### config.mk
export PLATFORM = sky130hd
export DESIGN_NAME = gshare_predictor
export DESIGN_NICKNAME = d
export VERILOG_FILES = /design/src/rtl/gshare_predictor.sv
export SDC_FILE = /design/constraint.sdc
export NUM_CORES = 2
export LEC_CHECK = 0
export CORE_MARGIN = 2
export CORE_UTILIZATION = 55
export CTS_CLUSTER_SIZE = 10
export DETAILED_ROUTE_END_ITERATION = 8
export GPL_ROUTABILITY_DRIVEN = 0
export GPL_TIMING_DRIVEN = 0
export PLACE_DENSITY = 0.73
export SYNTH_ARGS = -nofsm -noshare
export SYNTH_HDL_FRONTEND = slang
export SYNTH_SLANG_ARGS = --single-unit
export TNS_END_PERCENT = 50
### constraint.sdc
create_clock -name clk -period 37.2 [get_ports clk]
set_input_delay 9.3 -clock clk [delete_from_list [all_inputs] [get_ports clk]]
set_output_delay 9.3 -clock clk [all_outputs]
set_load 0.005 [all_outputs]
### src/rtl/gshare_predictor.sv
// -----------------------------------------------------------------------------
// gshare_predictor
//   Branch direction predictor for the 5-stage pipeline. A table of 2-bit
//   saturating counters (PHT) is indexed by PC[IDX_W+1:2] XOR a speculative
//   global history register (GHR). Fetch gets a combinational prediction; EX
//   trains the counters and repairs the GHR on a mispredict. After reset a
//   sweep writes CNT_INIT into every PHT entry before the predictor goes live.
//
// Handshake / timing contract (applies to every input group below):
//   - pred_req is a one-sided valid: the predictor is always able to answer,
//     so there is no ready back-pressure. The lookup result is combinational
//     in the same cycle; the GHR shift happens on the following edge.
//   - upd_valid is a one-sided valid qualifying upd_pc/upd_ghr/upd_taken/
//     upd_mispred. The update is accepted on the edge where upd_valid=1 and
//     the predictor is in RUN; during the sweep it is dropped.
//   - ready reports that the sweep finished; requests while ready=0 are
//     ignored rather than stalled.
//
// Ports
//   clk, rst        clock, synchronous active-high reset
//   ready           high once the PHT sweep is complete
//   pc_if           fetch PC for the lookup
//   pred_req        lookup valid; advances the speculative GHR
//   pred_taken      prediction for pc_if (combinational)
//   pred_ghr        GHR snapshot used by this lookup
//   upd_*           resolved-branch training / repair inputs from EX
//   stat_branches   saturating count of accepted updates
//   stat_mispred    saturating count of accepted mispredicts
//   state_dbg       current FSM state (0 = INIT sweep, 1 = RUN)
// -----------------------------------------------------------------------------
module gshare_predictor #(
   parameter int         HIST_W   = 8,
   parameter int         IDX_W    = 9,
   parameter logic [1:0] CNT_INIT = 2'b01,
   parameter int         STAT_W   = 32
) (
   input  logic              clk,
   input  logic              rst,
   output logic              ready,
   input  logic [31:0]       pc_if,
   input  logic              pred_req,
   output logic              pred_taken,
   output logic [HIST_W-1:0] pred_ghr,
   input  logic              upd_valid,
   input  logic [31:0]       upd_pc,
   input  logic [HIST_W-1:0] upd_ghr,
   input  logic              upd_taken,
   input  logic              upd_mispred,
   output logic [STAT_W-1:0] stat_branches,
   output logic [STAT_W-1:0] stat_mispred,
   output logic              state_dbg
);

   localparam int PHT_N = 1 << IDX_W;

   typedef enum logic {
      S_INIT = 1'b0,
      S_RUN  = 1'b1
   } state_t;

   state_t            state;
   logic              ready_q;
   logic [IDX_W-1:0]  sweep_ptr;
   logic [HIST_W-1:0] ghr;
   logic [STAT_W-1:0] stat_br_q;
   logic [STAT_W-1:0] stat_mp_q;

   logic [1:0]        pht [PHT_N];

   logic [IDX_W-1:0]  lookup_idx;
   logic [IDX_W-1:0]  upd_idx;
   logic [1:0]        lookup_cnt;
   logic [1:0]        upd_cnt;
   logic [1:0]        upd_cnt_next;
   logic              upd_accept;
   logic              unused_bits;

   // History is zero-extended on the left, so with HIST_W < IDX_W the upper
   // index bits come straight from the PC.
   function automatic logic [IDX_W-1:0] pht_index(input logic [31:0] pc,
                                                  input logic [HIST_W-1:0] h);
      return pc[IDX_W+1:2] ^ IDX_W'(h);
   endfunction

   // Shift-in written as shift-then-overwrite so HIST_W=1 needs no special case.
   function automatic logic [HIST_W-1:0] ghr_shift(input logic [HIST_W-1:0] h,
                                                   input logic b);
      logic [HIST_W-1:0] r;
      r    = h << 1;
      r[0] = b;
      return r;
   endfunction

   assign lookup_idx = pht_index(pc_if, ghr);
   assign upd_idx    = pht_index(upd_pc, upd_ghr);

   // Asynchronous read: a same-cycle update to the same index is seen only
   // after the edge, giving read-before-write behaviour.
   assign lookup_cnt = pht[lookup_idx];
   assign upd_cnt    = pht[upd_idx];

   always_comb begin
      upd_cnt_next = upd_cnt;
      if (upd_taken) begin
         if (upd_cnt != 2'b11) upd_cnt_next = upd_cnt + 2'b01;
      end else begin
         if (upd_cnt != 2'b00) upd_cnt_next = upd_cnt - 2'b01;
      end
   end

   assign upd_accept = (state == S_RUN) && upd_valid;

   assign ready         = ready_q;
   assign pred_taken    = (state == S_RUN) && lookup_cnt[1];
   assign pred_ghr      = (state == S_RUN) ? ghr : '0;
   assign stat_branches = stat_br_q;
   assign stat_mispred  = stat_mp_q;
   assign state_dbg     = state;

   // Control state, history and statistics.
   always_ff @(posedge clk) begin
      if (rst) begin
         state     <= S_INIT;
         ready_q   <= 1'b0;
         sweep_ptr <= '0;
         ghr       <= '0;
         stat_br_q <= '0;
         stat_mp_q <= '0;
      end else begin
         case (state)
            S_INIT: begin
               sweep_ptr <= sweep_ptr + IDX_W'(1);
               if (sweep_ptr == IDX_W'(PHT_N - 1)) begin
                  state   <= S_RUN;
                  ready_q <= 1'b1;
               end
            end
            S_RUN: begin
               // Repair from EX wins over the speculative shift from IF.
               if (upd_valid && upd_mispred)
                  ghr <= ghr_shift(upd_ghr, upd_taken);
               else if (pred_req)
                  ghr <= ghr_shift(ghr, pred_taken);

               if (upd_valid) begin
                  if (stat_br_q != '1) stat_br_q <= stat_br_q + STAT_W'(1);
                  if (upd_mispred && (stat_mp_q != '1))
                     stat_mp_q <= stat_mp_q + STAT_W'(1);
               end
            end
            default: begin
               state   <= S_INIT;
               ready_q <= 1'b0;
            end
         endcase
      end
   end

   // PHT storage has a single write port shared by the sweep and training;
   // the two never overlap because training is only accepted in RUN.
   always_ff @(posedge clk) begin
      if (!rst) begin
         if (state == S_INIT)
            pht[sweep_ptr] <= CNT_INIT;
         else if (upd_accept)
            pht[upd_idx] <= upd_cnt_next;
      end
   end

   assign unused_bits = ^{pc_if[31:IDX_W+2], pc_if[1:0],
                          upd_pc[31:IDX_W+2], upd_pc[1:0], lookup_cnt[0]};

endmodule

==> summary.txt <==
Route
  • Total vias in the final route: 34610
  • Avg WL per Cell: 39.24 microns
  • DR iter-0 viols: 7592
  • Vias per inst: 7.518
  • Antenna violation net count after detailed routing: 0
  • Drt drc: 3
  • Final WL: 180600 microns
  • Pre-Repair DR Iteration Count: 9

STA
  • Fmax: 41.56 MHz
  • Worst slew pin tran: 1.670 ns
  • WHS: 0.5140 ns
  • Tcrit/Tclk final: 64.69%
  • Final setup viols: 0
  • Crit path time final: 24.06 ns
  • Slew Limit Fails: 118
  • Unrepaired setup endpoints after global routing: false
  • Worst rel slew slack: -11.32%
  • Worst Skew: 0.03822 ns
  • Final hold vios: 0

Clocking
  • Cts repair resizes: 0
  • Clock transition at the registers of the reported paths: 0.05 ns
  • Clock Latency Late Sink: 0.76 ns
  • Clock tree buffer depth: 3
  • Number of CTS-inserted buffers: 130
  • CTS Hold Buffers Added: 0
  • Clock Root Buffer: clkbuf_16
  • H-tree depth: 4
  • Post-CTS Setup Bufs: 0
  • Clock net sink count: 1107
  • CTS tree: done

Die
  • FP Rows: 110
  • Die Y: 304.6 microns
  • Initial core utilization: 55.39%
  • Core area: 89740 sq um
  • Die X: 304.6 microns
  • Io pins: 153
  • Full die area: 92800 sq um

Worst setup path
  • Crit path DAT: 14.76 ns
  • Buffers plus inverters on the worst setup path: 5
  • Startpoint Class: input port
  • Worst path slowest cell: buf_2
  • CP max FO: 11
  • Setup CP Type: in -> out
  • Critical Path RT: 27.90 ns
  • Critical path's top delay family: buffers and inverters
  • Crit path capture type: output port
  • Reg2Reg Setup Slack: 32.01 ns
  • CP cell instances: clkdlybuf4s50_1, xor2_1, buf_2, buf_4, buf_2, mux4_2, mux2i_1, a22oi_1, o211ai_1, nor3_1, nand2_1, a31oi_1, clkdlybuf4s50_1
  • Critical Path Max Stage Delay: 0.78 ns

Job
  • Max_cap viols: 11

Global route
  • M3 GR Usage: 17.91%
  • GR Overflow Total: 0
  • Vias in the first global route: 33500
  • Met1 Use GR: 47.26%
  • Most used routing layer in global routing: met2
  • First-pass GRT wire length: 248900 microns
  • Global-route usage over all layers: 39.01%
  • Antenna violations before repair: 8
  • Largest net degree at the start of global routing: 85
  • Met2 GRT Util: 54.88%

Yosys
  • Largest family of logic cells by synthesized area: multiplexers
  • Post-synthesis compound-gate area fraction: 3.474%
  • Synth cell types: 64
  • Syn Nets: 3199
  • XOR/XNOR Fraction of Synth Area: 1.568%
  • Synth Flop Type: edfxtp_1
  • Largest cells by area after synthesis: edfxtp_1 (62%), mux4_2 (18%), nor2_1 (4.9%)
  • Post-synth EDFFs: 1024
  • Yosys reg bits: 1107
  • Mapped Cells: 3117
  • Post-synthesis adder-cell area fraction: 0.1007%
  • Ys Warns: 0
  • Yosys top cell by area: edfxtp_1
  • Post-synth ARST share: 0%
  • Seq/Total Area, Yosys: 65.21%
  • Avg Inst Size Synth: 15.95 sq um
  • Yosys top cell area share: 61.86%
  • Cell area after synthesis: 49710 sq um
  • Mux share of post-synthesis cell area: 19.03%
  • Simple-gate share of the synthesized area: 8.299%

Cells and area
  • Net count, final: 3458
  • Fillcell total: 6296
  • Most common cell after layout, fill and taps aside: edfxtp_1
  • Most frequent cells in the layout: edfxtp_1 (1024), nor2_1 (647), mux4_2 (396)
  • Layout cell share with drive strength beyond 1: 19.74%
  • Area Overhead vs Synth: 13.58%

Place
  • Post-DP HPWL: 121300 microns
  • IO buf count: 104

Power and ir drop
  • Tot Pwr: 0.002741 W
  • Pwr/cell area: 48.56 nW/um^2
  • VDD IR max: 47.00 uV
  • Pleak: 19.34 nW

Outcome
  • Outcome: finished with violations
  • Violated checks: design-rule violations, max-capacitance violations, max-slew violations

Worst hold path
  • Min-delay worst type: reg -> reg
==> worst paths after layout <==
path | start | to | cells past startpoint
worst max-delay path | pc_if[2] | pred_taken | 13
worst min-delay path | ready$_SDFFE_PP0P_ | ready$_SDFFE_PP0P_ | 2
worst max register to register | ghr[0]$_SDFFE_PP0P_ | ghr[0]$_SDFFE_PP0P_ | 12
worst min register to register | ready$_SDFFE_PP0P_ | ready$_SDFFE_PP0P_ | 2
==> synth_stat cells, drive strengths merged (3+ instances only) <==
cell	n
mux2i	49
buf	86
clkbuf	130
dfxtp	83
a221oi	15
xor2	56
o31ai	4
o32a	3
mux4	397
nand3	70
nand4	23
nand2	173
o2111ai	3
nor2	648
o41ai	8
o21ai	26
o22ai	60
ha	4
nor3	17
or3	10
a21oi	37
nor4	16
a31oi	14
edfxtp	1024
and3	13
and4	12
a311oi	12
xnor2	30
nor2b	4
a22oi	26
o211ai	7
o32ai	7
inv	12
and2	10
a31o	3
==> tightest hold or removal path, delay by kind of cell (launching register included) <==
| kind | cells | cell delay [ns] |
|---|---|---|
| DFF | 1 | 0.36 |
| and+or+nand+nor | 1 | 0.07 |
| AOI/OAI and AO/OA | 1 | 0.05 |
==> stage by stage <==
stage	TNS [ns]	area, sq um	setup WS, ns	utilization (%)	cells
2_1_floorplan	0	49710	9.022	-	3117
3_3_place_gp	-2699.47	52220	-5.301	58.19	4397
3_5_place_dp	0	52810	13.65	58.85	4420
4_1_cts	0	56430	13.63	62.88	4596
5_1_grt	0	56440	13.41	62.89	4597
6_report	0	56450	13.14	62.91	4603
==> state kept, by name, summed over array words and instances (netlist names) <==
name           cells
state_dbg          1
stat_mispred      32
ghr                8
pht             1024
stat_branches     32
ready              1
sweep_ptr          9
==> kinds of logic after synthesis <==
family	after synthesis
xor+xnor	86
flops	1107
compound gates	244
buf+inv	228
fa+ha+maj	4
mux	448
simple gates	1000
==> report_power, final <==
group / switching, W / internal [W]
Clock: 0.000494 / 0.000649
Sequential: 0.000000877 / 0.00134
Combinational: 0.000181 / 0.0000765
==> metal layers <==
| layer | vias to the layer above | part of all wire (%) |
|---|---|---|
| met1 | 17020 | 31 |
| met5 | - | 0.16 |
| li1 | 12810 | - |
| met3 | 972 | 18 |
| met2 | 3797 | 42 |
| met4 | 14 | 9.7 |
==> final cells by class <==
class	instances	area [sq um]	share of cell area, %
Tap cell	1176	1471	2.606
Timing Repair Buffer	127	1544	2.735
Antenna cell	7	17.52	0.03103
Clock buffer	163	3462	6.133
Buffer	216	1116	1.977
Clock inverter	13	156.4	0.2770
Sequential cell	1107	32410	57.41
Multi-Input combinational cell	1782	16230	28.75
Inverter	12	45.04	0.07979
No activity file was read; power rests on OpenSTA's default activity.
